**src/rtl/cmp_zelg_serial.sv**
```systemverilog
// Bit-serial MSB-first magnitude comparator producing zero/equal/less/greater flags.
// Optional macro CMP_ZELG_SERIAL_EARLY_EXIT_EN ends the operation at the first differing bit.
module cmp_zelg_serial #(
    parameter int p_WIDTH = 8
) (
    input  logic               i_clk,
    input  logic               i_rst,
    input  logic               i_start,
    input  logic [p_WIDTH-1:0] iv_x,
    input  logic [p_WIDTH-1:0] iv_y,
    output logic               o_busy,
    output logic               o_done,
    output logic               o_zero,
    output logic               o_equal,
    output logic               o_less,
    output logic               o_greater
);

    localparam int CW = (p_WIDTH > 1) ? $clog2(p_WIDTH) : 1;

    typedef enum logic [1:0] {
        ST_IDLE,
        ST_RUN,
        ST_DONE
    } state_t;

    state_t             state_reg;
    logic [p_WIDTH-1:0] x_reg;
    logic [p_WIDTH-1:0] y_reg;
    logic [CW-1:0]      cnt_reg;
    logic               decided_reg;
    logic               less_reg;
    logic               zero_reg;

    logic bit_x;
    logic bit_y;
    logic diff;
    logic decided_next;
    logic less_next;
    logic zero_next;
    logic finish;

    // Decision for the bit currently at the MSB of the shift registers.
    always_comb begin
        bit_x        = x_reg[p_WIDTH-1];
        bit_y        = y_reg[p_WIDTH-1];
        diff         = bit_x ^ bit_y;
        decided_next = decided_reg | diff;
        less_next    = decided_reg ? less_reg : (~bit_x & bit_y);
        zero_next    = zero_reg & ~bit_x;
`ifdef CMP_ZELG_SERIAL_EARLY_EXIT_EN
        finish       = (cnt_reg == '0) || (diff && !decided_reg);
`else
        finish       = (cnt_reg == '0);
`endif
    end

    always_ff @(posedge i_clk or posedge i_rst) begin
        if (i_rst) begin
            state_reg   <= ST_IDLE;
            x_reg       <= '0;
            y_reg       <= '0;
            cnt_reg     <= '0;
            decided_reg <= 1'b0;
            less_reg    <= 1'b0;
            zero_reg    <= 1'b0;
            o_busy      <= 1'b0;
            o_done      <= 1'b0;
            o_zero      <= 1'b0;
            o_equal     <= 1'b0;
            o_less      <= 1'b0;
            o_greater   <= 1'b0;
        end else begin
            case (state_reg)
                ST_IDLE: begin
                    o_done <= 1'b0;
                    if (i_start) begin
                        state_reg   <= ST_RUN;
                        x_reg       <= iv_x;
                        y_reg       <= iv_y;
                        cnt_reg     <= CW'(p_WIDTH - 1);
                        decided_reg <= 1'b0;
                        less_reg    <= 1'b0;
                        zero_reg    <= 1'b1;
                        o_busy      <= 1'b1;
                    end
                end
                ST_RUN: begin
                    x_reg       <= x_reg << 1;
                    y_reg       <= y_reg << 1;
                    cnt_reg     <= cnt_reg - CW'(1);
                    decided_reg <= decided_next;
                    less_reg    <= less_next;
                    zero_reg    <= zero_next;
                    if (finish) begin
                        // Flags change only here, on the edge entering DONE.
                        state_reg <= ST_DONE;
                        o_busy    <= 1'b0;
                        o_done    <= 1'b1;
                        o_equal   <= ~decided_next;
                        o_zero    <= ~decided_next & zero_next;
                        o_less    <= decided_next & less_next;
                        o_greater <= decided_next & ~less_next;
                    end
                end
                ST_DONE: begin
                    state_reg <= ST_IDLE;
                    o_done    <= 1'b0;
                end
                default: begin
                    state_reg <= ST_IDLE;
                    o_busy    <= 1'b0;
                    o_done    <= 1'b0;
                end
            endcase
        end
    end

endmodule

```
**config.mk**
```make
export PLATFORM = sky130hd
export DESIGN_NAME = cmp_zelg_serial
export DESIGN_NICKNAME = d
export VERILOG_FILES = /design/src/rtl/cmp_zelg_serial.sv
export SDC_FILE = /design/constraint.sdc
export NUM_CORES = 1
export LEC_CHECK = 0
export BUFFER_PORTS_ARGS = -buffer_cell sky130_fd_sc_hd__buf_2
export CORE_AREA = 2 2 53 55
export CTS_BUF_LIST = sky130_fd_sc_hd__clkbuf_16
export DETAILED_ROUTE_END_ITERATION = 16
export DIE_AREA = 0 0 55 57
export GPL_TIMING_DRIVEN = 0
export PLACE_DENSITY = 0.8
export SLEW_MARGIN = 20
export SYNTH_ARGS = -nofsm -noshare
export SYNTH_HDL_FRONTEND = slang
export SYNTH_SLANG_ARGS = --single-unit
export TNS_END_PERCENT = 100
```
**constraint.sdc**
```tcl
create_clock -name i_clk -period 2.9 [get_ports i_clk]
set_input_delay 0.58 -clock i_clk [delete_from_list [all_inputs] [get_ports i_clk]]
set_output_delay 0.58 -clock i_clk [all_outputs]
set_load 0.03 [all_outputs]
```
==> qor.csv <==
stage,metric,value,unit
critical_path,Startpoint Class,flip-flop,
clock_tree,"Clk pin slew, worst setup/hold paths",0.05,ns
timing,headroom to the max-slew limit,0.5980,
drt,Total Wirelength,2661,um
critical_path,Worst path max stage delay,0.39,ns
clock_tree,H-tree depth,2,
global_routing,vias in the first global route,1083,
floorplanning,Ports,25,
yosys,prevailing post-synth register cell,dfrtp_1,
critical_path,required time of the worst setup path,2.32,ns
critical_path,Buffers & Inverters on Critical Path,1,
power,worst vdd ir,0.0006444,V
yosys,Post-synth EDFFs,0,
critical_path,Worst Reg-to-Reg Cells,5,
critical_path,CP top delay family,flip-flops,
drt,1st-iter DRT viols,26,
yosys,mapped cell area,1421,sq um
finish,layout cells sized above 1,0.2530,
yosys,asr flop ratio synth,1.000,
global_routing,Total Routing Usage GR,0.2129,
global_routing,first-pass GRT wire length,4671,um
power,reported leakage power,0.8672,nW
clock_tree,Post-CTS Setup Bufs,0,
yosys,Synth area leader,dfrtp_1,
critical_path,CP Max Fanout,3,
timing,Fin. Hold Viols,0,
yosys,Yosys top cell area share,0.5282,
timing,Peak Freq,702.7,MHz
yosys,syn avg cell area,10.61,sq um
clock_tree,# resized after CTS,0,
placement,DPL Wire Length,1946,um
drt,detailed-route via count,1061,
clock_tree,total CTS buffers,5,
timing,RSZ-0062 raised after global routing,no,
timing,Finish-stage setup viols,0,
yosys,Yosys cell types,22,
global_routing,grt total ovfl,0,
floorplanning,Core Region,2615,sq um
finish,nets,187,
drt,final antenna-violating net count,0,
finish,layout filler cell count,223,
finish,multi-input combinational cell area,579.3,sq um
placement,RD Place Congestion,0.7560,
placement,I/O Buffers,24,
clock_tree,Root Driver,clkbuf_16,
timing,worst-margin pin slew,0.6021,ns
drt,DRC viols,0,
finish,Layout area overhead,20.86,%
yosys,Mapped Nets,156,
yosys,yosys warns,0,
yosys,Syn Inst Count,134,
power,Final Power,1.942,mW
timing,Final period util,0.4907,
clock_tree,clk_lat worst skew,0.27,ns
yosys,sequential area share after synthesis,0.5282,
floorplanning,Die Y-Extent,57,um
power,pwr dens,1130,nW/um^2
hold_path,hold crit path type,primary input to asynchronous set/reset pin,
timing,Pins Over Slew Limit,0,
yosys,top-count cell post-synth,dfrtp_1,
yosys,register bit count reported by yosys,30,
timing,setup_tns,0,ns
placement,Cells after DPL,189,
critical_path,WP data arrival,0.84,ns
finish,Layout Cells excl Fill,197,
finish,register area,750.7,sq um
critical_path,"critical path, cell by cell",buf_2,
clock_tree,Clock Sinks,30,
timing,fin crit period,1.423,ns
drt,drt pass-1 iters,4,
placement,Place WS,1.254,ns
floorplanning,Rows,19,
clock_tree,Longest Clk Path Bufs,2,
drt,Via density,5.386,
critical_path,R2R Path Start,cnt_reg[0],
critical_path,critical path endpoint category,output port,
status,run status,finished clean,
yosys,Post-synth top cells,"30 x dfrtp_1, 18 x nor2_1, 16 x a21oi_1, 16 x o21ai_0, 14 x mux2i_1",
finish,antenna cells,0,
timing,setup ws final,1.477,ns
critical_path,Crit-path slowest cell,dfrtp_1,
floorplanning,Initial Util,0.5435,
floorplanning,die area,3135,sq um
finish,Layout Utilization,0.6569,
critical_path,r2r endpoint,o_less,
timing,Worst Skew,0.003639,ns
clock_tree,CTS tree,yes,
drt,routed length per instance,13.51,um
job,max_cap viols,0,
yosys,main area contributors after synthesis,"dfrtp_1 53%, mux2i_1 9.9%, a21oi_1 5.6%, o21ai_0 5.6%, nor2_1 4.8%",
critical_path,R2R Setup Slk,1.53,ns
global_routing,initial antenna violation count,0,
floorplanning,Die Wd,55,um
clock_tree,hold buffer count at cts,0,
global_routing,largest net degree at the start of global routing,31,
critical_path,Crit Path Class,flip-flop to output port,
## report_power, final
part | switching, mW | internal (mW)
combinational | 0.411 | 0.319
sequential | 0.126 | 0.605
clock | 0.171 | 0.309
## cells in the final DEF, fill, tap and decap left out
| cell type | count |
|---|---|
| dfrtp_1 | 30 |
| buf_2 | 25 |
| nor2_1 | 18 |
| a21oi_1 | 16 |
| o21ai_0 | 16 |
| mux2i_1 | 14 |
| inv_1 | 8 |
| nand2_1 | 8 |
| clkbuf_16 | 5 |
| buf_6 | 4 |
| nand2b_1 | 3 |
| ha_1 | 3 |
| nor2b_4 | 2 |
| nor2b_1 | 2 |
| inv_2 | 2 |
| buf_4 | 1 |
| a32o_1 | 1 |
| a22o_1 | 1 |
| nand3b_1 | 1 |
| a22oi_1 | 1 |
| nand4bb_4 | 1 |
| mux2_4 | 1 |
| o41ai_1 | 1 |
| clkinv_1 | 1 |
| clkinv_2 | 1 |
## cell type report
cell class | instances | area share
Clock inverter | 3 | 0.007283
Sequential cell | 30 | 0.4370
Multi-Input combinational cell | 89 | 0.3372
Inverter | 9 | 0.01966
Tap cell | 31 | 0.02258
Timing Repair Buffer | 24 | 0.06992
Clock buffer | 5 | 0.07283
Buffer | 6 | 0.03350
## kinds of logic (layout without fill, tap and decap cells)
logic type / count (synthesis) / count (layout) / share of synthesized area
AOI/OAI and AO/OA: 36 / 36 / 0.1373
adders and majority gates: 3 / 3 / 0.02641
buffers and inverters: 15 / 47 / 0.06426
DFF: 30 / 30 / 0.5282
muxes: 15 / 15 / 0.1091
and+or+nand+nor: 35 / 35 / 0.1347
## through the flow
stage                     hold WS, ns  cell area, sq um
after floorplan                0.4519              1421
after global placement         0.4527              1580
after detailed placement       0.4657              1580
after CTS                      0.4725              1718
after global routing           0.4443              1718
final                          0.3758              1718
## per-layer routing
layer  share of wire  track usage  vias to the layer above
met2            0.49       0.3282                       25
met5               0            0                        -
met3           0.054      0.07853                        7
met4           0.019      0.08362                        0
li1                -            -                      518
met1            0.43       0.2694                      511
## worst max path at each step
stage	startpoint	endpoint	slack, ns	cells after the start
floorplan	i_start	x_reg[1]	1.60	4
global placement	i_rst	o_done	1.29	2
detailed placement	i_rst	o_done	1.25	2
CTS	o_busy	o_busy	1.46	1
global route	cnt_reg[0]	o_less	1.44	5
finish	o_busy	o_busy	1.48	1
Power figures use the tool's default switching activity.
